**config.mk**
```make
export PLATFORM = sky130hd
export DESIGN_NAME = add_seq_ctrl_flat
export DESIGN_NICKNAME = d
export VERILOG_FILES = /design/src/rtl/add_seq_ctrl_if.sv /design/src/rtl/add_seq_ctrl.sv /design/src/flat_wrapper.sv
export SDC_FILE = /design/constraint.sdc
export NUM_CORES = 1
export LEC_CHECK = 0
export ABC_AREA = 1
export CELL_PAD_IN_SITES_DETAIL_PLACEMENT = 0
export CELL_PAD_IN_SITES_GLOBAL_PLACEMENT = 1
export CORE_UTILIZATION = 41
export CTS_CLUSTER_DIAMETER = 40
export CTS_CLUSTER_SIZE = 20
export DETAILED_ROUTE_END_ITERATION = 8
export PLACE_DENSITY_LB_ADDON = 0.2
export SLEW_MARGIN = 20
export SYNTH_ARGS = -nofsm -noshare
export SYNTH_HDL_FRONTEND = slang
export SYNTH_SLANG_ARGS = --single-unit
export TNS_END_PERCENT = 10
```
**constraint.sdc**
```tcl
create_clock -name clk -period 2.9 [get_ports clk]
set_input_delay 0.435 -clock clk [delete_from_list [all_inputs] [get_ports clk]]
set_output_delay 0.435 -clock clk [all_outputs]
set_load 0.005 [all_outputs]
```
**src/rtl/add_seq_ctrl_if.sv**
```systemverilog
// +--------------------------------------------------------------------------+
// | add_seq_ctrl_if : operand/result handshake bundle for add_seq_ctrl.      |
// | Optional ovf signal present with ADD_SEQ_OVF_EN.  Rev 1.0                |
// +--------------------------------------------------------------------------+
`default_nettype none

interface add_seq_ctrl_if #(
   parameter int WORDS = 4
);
   logic                 start;
   logic                 op;
   logic [8*WORDS-1:0]   a;
   logic [8*WORDS-1:0]   b;
   logic                 cin;
   logic                 busy;
   logic                 done;
   logic [8*WORDS-1:0]   result;
   logic                 cout;
`ifdef ADD_SEQ_OVF_EN
   logic                 ovf;

   modport master (
      output start, op, a, b, cin,
      input  busy, done, result, cout, ovf
   );
   modport slave (
      input  start, op, a, b, cin,
      output busy, done, result, cout, ovf
   );
`else
   modport master (
      output start, op, a, b, cin,
      input  busy, done, result, cout
   );
   modport slave (
      input  start, op, a, b, cin,
      output busy, done, result, cout
   );
`endif
endinterface

`default_nettype wire

```
**src/rtl/add_seq_ctrl.sv**
```systemverilog
// +--------------------------------------------------------------------------+
// | add_seq_ctrl : byte-serial wide add/subtract through one 8-bit CLA.      |
// | Define ADD_SEQ_OVF_EN to add the signed-overflow output.  Rev 1.0        |
// +--------------------------------------------------------------------------+
`default_nettype none

module add_8 (
   input  wire logic [7:0] a_i,
   input  wire logic [7:0] b_i,
   input  wire logic       ci_i,
   output logic      [7:0] s_o,
   output logic            co_o
);
   logic [7:0] w_g;
   logic [7:0] w_p;
   logic [8:0] w_c;

   assign w_g = a_i & b_i;
   assign w_p = a_i ^ b_i;

   // Each carry is a flat sum of products of lower generates/propagates.
   always_comb begin
      logic w_term;
      logic w_prop;
      w_c    = '0;
      w_c[0] = ci_i;
      for (int i = 0; i < 8; i++) begin
         w_term = w_g[i];
         w_prop = w_p[i];
         for (int j = 6; j >= 0; j--) begin
            if (j < i) begin
               w_term = w_term | (w_prop & w_g[j]);
               w_prop = w_prop & w_p[j];
            end
         end
         w_c[i+1] = w_term | (w_prop & ci_i);
      end
   end

   assign s_o  = w_p ^ w_c[7:0];
   assign co_o = w_c[8];
endmodule

module add_seq_ctrl #(
   parameter int WORDS = 4
) (
   input  wire logic      clk,
   input  wire logic      rst_n,
   add_seq_ctrl_if.slave  bus
);
   localparam int W  = 8 * WORDS;
   localparam int IW = $clog2(WORDS);

   typedef enum logic [1:0] {
      S_IDLE = 2'd0,
      S_RUN  = 2'd1,
      S_DONE = 2'd2
   } state_t;

   state_t            state_q,  state_d;
   logic [W-1:0]      a_q,      a_d;
   logic [W-1:0]      b_q,      b_d;
   logic [W-1:0]      acc_q,    acc_d;
   logic [W-1:0]      result_q, result_d;
   logic              carry_q,  carry_d;
   logic              cout_q,   cout_d;
   logic [IW-1:0]     idx_q,    idx_d;
`ifdef ADD_SEQ_OVF_EN
   logic              ovf_q,    ovf_d;
`endif

   logic [IW+2:0]     w_base;
   logic [7:0]        w_add_a;
   logic [7:0]        w_add_b;
   logic [7:0]        w_sum;
   logic              w_co;

   assign w_base  = {idx_q, 3'b000};
   assign w_add_a = a_q[w_base +: 8];
   assign w_add_b = b_q[w_base +: 8];

   add_8 u_add_8 (
      .a_i  (w_add_a),
      .b_i  (w_add_b),
      .ci_i (carry_q),
      .s_o  (w_sum),
      .co_o (w_co)
   );

   always_ff @(posedge clk or negedge rst_n) begin
      if (!rst_n) begin
         state_q  <= S_IDLE;
         a_q      <= '0;
         b_q      <= '0;
         acc_q    <= '0;
         result_q <= '0;
         carry_q  <= 1'b0;
         cout_q   <= 1'b0;
         idx_q    <= '0;
`ifdef ADD_SEQ_OVF_EN
         ovf_q    <= 1'b0;
`endif
      end else begin
         state_q  <= state_d;
         a_q      <= a_d;
         b_q      <= b_d;
         acc_q    <= acc_d;
         result_q <= result_d;
         carry_q  <= carry_d;
         cout_q   <= cout_d;
         idx_q    <= idx_d;
`ifdef ADD_SEQ_OVF_EN
         ovf_q    <= ovf_d;
`endif
      end
   end

   always_comb begin
      state_d  = state_q;
      a_d      = a_q;
      b_d      = b_q;
      acc_d    = acc_q;
      result_d = result_q;
      carry_d  = carry_q;
      cout_d   = cout_q;
      idx_d    = idx_q;
`ifdef ADD_SEQ_OVF_EN
      ovf_d    = ovf_q;
`endif
      case (state_q)
         S_IDLE, S_DONE: begin
            state_d = S_IDLE;
            if (bus.start) begin
               state_d = S_RUN;
               a_d     = bus.a;
               // Subtract is folded into an add of ~b with carry-in forced high.
               b_d     = bus.op ? ~bus.b : bus.b;
               carry_d = bus.op ? 1'b1 : bus.cin;
               idx_d   = '0;
               acc_d   = '0;
            end
         end
         S_RUN: begin
            acc_d[w_base +: 8] = w_sum;
            carry_d            = w_co;
            idx_d              = idx_q + 1'b1;
            if (idx_q == IW'(WORDS - 1)) begin
               state_d  = S_DONE;
               result_d = acc_d;
               cout_d   = w_co;
`ifdef ADD_SEQ_OVF_EN
               ovf_d    = (a_q[W-1] == b_q[W-1]) && (acc_d[W-1] != a_q[W-1]);
`endif
            end
         end
         default: state_d = S_IDLE;
      endcase
   end

   assign bus.busy   = (state_q == S_RUN);
   assign bus.done   = (state_q == S_DONE);
   assign bus.result = result_q;
   assign bus.cout   = cout_q;
`ifdef ADD_SEQ_OVF_EN
   assign bus.ovf    = ovf_q;
`endif
endmodule

`default_nettype wire

```
**src/flat_wrapper.sv**
```systemverilog
// flat-port wrapper written by rule: the top's interface ports become plain ports
module add_seq_ctrl_flat 
#(
   parameter int WORDS = 4
)
  (clk, rst_n, bus_start, bus_op, bus_a, bus_b, bus_cin, bus_busy, bus_done, bus_result, bus_cout);
  add_seq_ctrl_if #(.WORDS(WORDS)) bus_i ();
  input  wire logic clk;
  input  wire logic rst_n;
  input wire logic [$bits(bus_i.start)-1:0] bus_start;
  input wire logic [$bits(bus_i.op)-1:0] bus_op;
  input wire logic [$bits(bus_i.a)-1:0] bus_a;
  input wire logic [$bits(bus_i.b)-1:0] bus_b;
  input wire logic [$bits(bus_i.cin)-1:0] bus_cin;
  output wire logic [$bits(bus_i.busy)-1:0] bus_busy;
  output wire logic [$bits(bus_i.done)-1:0] bus_done;
  output wire logic [$bits(bus_i.result)-1:0] bus_result;
  output wire logic [$bits(bus_i.cout)-1:0] bus_cout;
  assign bus_i.start = bus_start;
  assign bus_i.op = bus_op;
  assign bus_i.a = bus_a;
  assign bus_i.b = bus_b;
  assign bus_i.cin = bus_cin;
  assign bus_busy = bus_i.busy;
  assign bus_done = bus_i.done;
  assign bus_result = bus_i.result;
  assign bus_cout = bus_i.cout;
  add_seq_ctrl #(.WORDS(WORDS)) u_core (.clk(clk), .rst_n(rst_n), .bus(bus_i));
endmodule
```
**Word level (Yosys, flattened, before mapping)**

Index checks and enable logic that the tools add are counted.

- Reduce and logical (&&, ||, !) cells: 6
- Eq/ne operators: 5
- Shifts and indexed selects: 4
- Add/subtract/negate cells: 2
- Bitwise logic cells: 104
- Mux-type cells: 12

Operators by type and width:

| operator | count |
|---|---|
| $and 1x1->1 | 64 |
| $mux 32 | 2 |
| $pmux 32 s2 | 1 |
| $shiftx 32x6->8 | 2 |
| $or 1x1->1 | 36 |
| $bwmux 32 | 1 |
| $not 32->32 | 1 |
| $shift 8x7->32 const A | 1 |
| $shiftx 8x7->32 | 1 |
| $xor 8x8->8 | 2 |
| $and 8x8->8 | 1 |
| $pmux 2 s2 | 2 |
| $neg 5->7 | 1 |
| $reduce_and 2->1 | 3 |
| $eq 2x2->1 const B | 2 |
| $mux 2 | 2 |
| $mux 1 | 3 |
| $add 2x1->2 const B | 1 |
| $eq 2x1->1 const B | 1 |
| $logic_not 2->1 | 1 |
| $ne 2x1->1 const B | 1 |
| $ne 2x2->1 const B | 1 |
| $pmux 1 s2 | 1 |
| $reduce_bool 2->1 | 1 |
| $reduce_or 2->1 | 1 |

- Output and inout port bits: 35
- Input bits: 69
- Word-level logic and storage cells: 141
- Bits in registers: 134

**Logic depth before layout (Yosys ltp)**

- Word-level depth: 14
- Depth in mapped cells: 20
- Mapped depth without buffers: 17

**By module**

From an unflattened synthesis, not the netlist that was laid out.

- Cell total of the unflattened synthesis: 874
- Area total of the unflattened synthesis: 6,846.6 um^2

By module, submodules not included:

| module | cells each | times used | seq. area each (um^2) | area an instance (um^2) |
|---|---|---|---|---|
| add_seq_ctrl | 802 | 1 | 3,353.2 | 6,422.4 |
| add_8 | 72 | 1 | 0.0 | 424.2 |

**Least setup slack after synthesis**

OpenSTA, ideal clock, no wires.

- Path kind: reg2reg
- Start: reg u_core.idx_q[0]
- End: reg u_core.acc_q[30]
- Arrival time: 2.479 ns
- Setup slack: 0.305 ns
- Buffers on the path: 3
- Required time: 2.784 ns
- Library setup time: 0.116 ns
- Stages on the path, launching flop included: 20
- Period minus slack after synthesis: 2.595 ns
- Cells stage by stage: dfrtp_1 inv_1 buf_2 buf_1 nor2_1 o22ai_1 ha_1 buf_6 nand2_4 nor2_1 nor2_1 nand3_2 nand2_2 nand2_1 nand2_1 nand2_2 nand4_1 nand2_1 nand2_1 nand2_1

- Cells in the longest elaborated chain, start to end: 14
- Elaborated cells between the ends (all ways): 87
- Classes of those cells: add/sub (1); shift (4); mux (2); bitwise (80)

Ends and longest elaborated chain:

| item | RTL line | RTL |
|---|---|---|
| start: declaration | add_seq_ctrl.sv:67 | `logic [IW-1:0] idx_q, idx_d;` |
| start signal: assignment | add_seq_ctrl.sv:111 | `idx_q <= idx_d;` |
| $shiftx 32x6->8, on equally long branches | add_seq_ctrl.sv:79, add_seq_ctrl.sv:80 |  |
| $xor 8x8->8 / $and 8x8->8 (equally long branches) | add_seq_ctrl.sv:19, add_seq_ctrl.sv:18 |  |
| $and 1x1->1, on equally long branches | add_seq_ctrl.sv:32, add_seq_ctrl.sv:33 |  |
| $or 1x1->1, or another cell as far along (5 in a row) | add_seq_ctrl.sv:32 | `w_term = w_term \| (w_prop & w_g[j]);` |
| $or 1x1->1 / $and 1x1->1 (equally long branches) | add_seq_ctrl.sv:32, add_seq_ctrl.sv:36 |  |
| $or 1x1->1 | add_seq_ctrl.sv:36 | `w_c[i+1] = w_term \| (w_prop & ci_i);` |
| $xor 8x8->8 | add_seq_ctrl.sv:40 | `assign s_o = w_p ^ w_c[7:0];` |
| $shiftx 8x7->32 | add_seq_ctrl.sv:144 | `acc_d[w_base +: 8] = w_sum;` |
| $bwmux 32 * | add_seq_ctrl.sv:144 |  |
| $pmux 32 s2 * | add_seq_ctrl.sv:130 | `case (state_q)` |
| end signal: assignment | add_seq_ctrl.sv:95 | `acc_q <= '0;` |
| end signal: assignment | add_seq_ctrl.sv:107 | `acc_q <= acc_d;` |
| end: declaration | add_seq_ctrl.sv:63 | `logic [W-1:0] acc_q, acc_d;` |

Mark *: on every way between the ends. The rest lies on a longest branch, timed or not.
A chain may end at the register's enable or synchronous reset.

**Worst setup path in the final report**

- Start: reg u_core.idx_q[0]
- End: reg u_core.result_q[11], in the netlist u_core.bus.result[11]

- Cells in the longest elaborated chain, start to end: 13
- Elaborated cells between the ends (all ways): 88
- Classes of those cells: add/sub (1); eq/ne (1); shift (4); mux (1); bitwise (80); reduce/logical (1)

Ends and longest elaborated chain:

| item | RTL line | RTL |
|---|---|---|
| $shiftx 32x6->8, on equally long branches | add_seq_ctrl.sv:79, add_seq_ctrl.sv:80 |  |
| $xor 8x8->8 / $and 8x8->8 (equally long branches) | add_seq_ctrl.sv:19, add_seq_ctrl.sv:18 |  |
| $and 1x1->1, on equally long branches | add_seq_ctrl.sv:32, add_seq_ctrl.sv:33 |  |
| $or 1x1->1, or another cell as far along (5 in a row) | add_seq_ctrl.sv:32 |  |
| $or 1x1->1 / $and 1x1->1 (equally long branches) | add_seq_ctrl.sv:32, add_seq_ctrl.sv:36 |  |
| $or 1x1->1 | add_seq_ctrl.sv:36 |  |
| $xor 8x8->8 | add_seq_ctrl.sv:40 |  |
| $shiftx 8x7->32 | add_seq_ctrl.sv:144 |  |
| $bwmux 32 | add_seq_ctrl.sv:144 |  |
| end signal: assignment | add_seq_ctrl.sv:108 | `result_q <= result_d;` |
| end: declaration | add_seq_ctrl.sv:64 | `logic [W-1:0] result_q, result_d;` |

Several ways; a longest one is shown, not always the timed one.

==> results.md <==
- Status: finished, final reports clean
- Slew Limit Fails: 0
- Wire per inst: 16.0 um
- Largest net degree at the start of global routing: 77
- Num CTS Buffers: 17
- Final setup vio count: 0
- Bufs on Longest Clock Path: 2
- Largest area contributor in the netlist: dfrtp_1
- Synth area leaders: dfrtp_1 (50%), nand2_1 (13%), o21ai_0 (7.0%)
- Arr. time, crit path: 2.99 ns
- Critical path capture point type: flop
- Crit Path Category: reg2reg
- Syn Nets: 848
- WHS: ~0.47 ns
- Worst endpoint required time: between 3 and 4 ns
- Vias per inst: between 4 and 5
- Tcrit/Tclk final: 90.7%
- Count leader, synth: nand2_1
- Skew-Pair Late Insertion Delay: between 0.4 and 0.5 ns
- Clk slew on worst S/H paths: roughly 0.06 ns
- 1st-iter DRT viols: ~360
- I/O Pins: about 100
- EDFF count, synth: 0
- CP Launch Type: flop
- Nets: between 900 and 1000
- Via count: 5466
- Fin. Hold Viols: 0
- Initial antenna violation count: 0
- Core area: around 16000 um^2
- H-tree lvl count: 4
- Area fraction of the dominant cell type after synthesis: around 50%
- Total GRT Usage: 22.5%
- Avg Cell Area, Syn: ~8.8 um^2
- Setup TNS: 0 ns
- # DRC: 0
- Unrepaired setup endpoints after global routing: false
- Power Density: between 1000 and 1500 nW/um^2
- Post-synth ARST share: 100%
- Root Driver: clkbuf_16
- Die footprint: 16800 um^2
- Synthesized area: 6690 um^2
- Fin crit period: 2.63 ns
- Post-Synthesis Cells: 763
- P_leak: approximately 3.9 nW
- PortBufs: 103
- Routability cong.: a little under 0.9
- Width of the die: between 100 and 150 um
- Synth top cells by count: nand2_1 (228), dfrtp_1 (134), o21ai_0 (93)
- 1st-pass router iterations: 4
- Synth Register Bits: between 100 and 150
- Hold Crit Class: in2async
- Routed Antenna Nets: 0
- Area delta synth->final: 28.2%
- Skew final: 0.00801 ns
- Layout cells sized above 1: a little under an eighth
- Synth Warn #: 0
- Post-synth cell types: 33
- WL final: between 15 and 20 mm
- Maxcap violations: 0
- Max-slew headroom: between 40% and 50%
- Vias in the first global route: roughly 5600
- Setup Buffers After CTS: 0
- VDD IR max: about 0.60 mV
- Sink Count: ~130
- TritonCTS clock tree: built
- Initial core utilization: between 40 and 50%
- Actual slew at the worst max-slew pin: around 0.77 ns
- HPWL after DPL: ~13 mm
- Chip height: 130 um
- Prevailing post-synth register cell: dfrtp_1
- First-pass GRT wire length: about 29 mm
- # fillers: 1477
- Seq/Total Area, Yosys: between 50 and 60%
- Row Count: 46
- Crit path max fanout: 16
- Max Clk Rate: about 380 MHz
- Ant diodes: 0
- GR Overflow Total: 0
[path summary, 6_finish.rpt]
path,slack (ns),cells after the start,end,startpoint
max,0.27,15,u_core.bus.result[11]$_DFFE_PN0P_,u_core.idx_q[0]$_DFFE_PN0P_
min,0.47,2,u_core.bus.result[9]$_DFFE_PN0P_,rst_n
max reg2reg,0.27,15,u_core.bus.result[11]$_DFFE_PN0P_,u_core.idx_q[0]$_DFFE_PN0P_
min reg2reg,0.48,2,u_core.bus.result[14]$_DFFE_PN0P_,u_core.bus.result[14]$_DFFE_PN0P_
max in group asynchronous,1.64,3,u_core.a_q[23]$_DFFE_PN0P_,rst_n
min in group clk,0.48,2,u_core.bus.result[14]$_DFFE_PN0P_,u_core.bus.result[14]$_DFFE_PN0P_
[through the flow]
stage	setup WS, ns	cells	cell area (um^2)	util (%)	total power, mW
2_1_floorplan	0.305	763	6690	-	6.91
3_3_place_gp	0.0780	1064	7950	50.1	8.70
3_5_place_dp	0.0458	1064	7950	50.1	8.74
4_1_cts	0.0299	1097	8570	53.9	11.0
5_1_grt	0.00202	1097	8580	54.0	11.9
6_report	0.270	1097	8580	54.0	11.0
[layout make-up]
| class | instances | area [um^2] | area share (%) |
|---|---|---|---|
| Clock buffer | 19 | 433 | 5.05 |
| Timing Repair Buffer | 122 | 1180 | 13.8 |
| Inverter | 56 | 210 | 2.45 |
| Multi-Input combinational cell | 537 | 2960 | 34.5 |
| Sequential cell | 134 | 3350 | 39.1 |
| Clock inverter | 13 | 173 | 2.01 |
| Tap cell | 216 | 270 | 3.15 |
[layer usage]
layer  vias to the layer above  track usage, %  routed length, um
met4                         0            6.91                332
met3                        20            5.08                625
met5                         -               0                  0
met1                      2602            29.3               7970
met2                       129            37.4               8590
li1                       2715               -                  -
[sequential cells by signal, indices dropped and copies added (netlist names)]
signal             flops
u_core.bus.result     32
u_core.carry_q         1
u_core.idx_q           2
u_core.acc_q          32
u_core.state_q         2
u_core.b_q            32
u_core.a_q            32
u_core.bus.cout        1
[worst max-delay path, stage by stage, from the launching register on]
cell,delay (ns)
dfrtp_1,0.39
inv_1,0.08
buf_4,0.19
buf_4,0.21
o21ai_0,0.11
o22ai_2,0.18
ha_1,0.32
nand3_1,0.13
nand3_1,0.13
nand2_1,0.11
nand2_1,0.05
nand2_1,0.10
nand4_1,0.18
o21ai_1,0.22
nand2_1,0.08
nand2_1,0.08
[kinds of logic after synthesis]
family                   share of synthesized area (%)
AND/OR/NAND/NOR                                   19.2
adder cells (fa/ha/maj)                           3.10
XOR/XNOR                                          4.45
multiplexers                                      5.39
flip-flops                                        50.1
buffers and inverters                             5.95
AO/OA/AOI/OAI                                     11.7
[power breakdown]
group / internal [mW] / leakage, nW / switching (mW)
clock: 1.36 / 0.281 / 0.863
combinational: 2.14 / 1.92 / 3.48
sequential: 2.67 / 1.73 / 0.454
[timing repair]
action / 4_1_cts / 5_1_grt
hold endpoints to repair: 23 / 0
hold buffers: 1 / 0
gates resized for setup: 0 / 6
setup endpoints to repair: 0 / 18
[placed cells by master (no fill, tap or decap), drive strengths merged]
master         count
nand2            232
dfrtp            134
clkdlybuf4s50    101
o21ai             94
inv               59
nor2              52
o22ai             37
xnor2             33
mux2              32
buf               20
clkbuf            19
nand3             17
ha                15
nand4             10
clkinvlp           4
a21oi              4
bufinv             3
clkinv             3
o21bai             2
a22oi              2
and3               1
o2111ai            1
xor2               1
nor3               1
o31ai              1
a22o               1
fa                 1
dlygate4sd3        1
(Power assumes the default switching activity.)
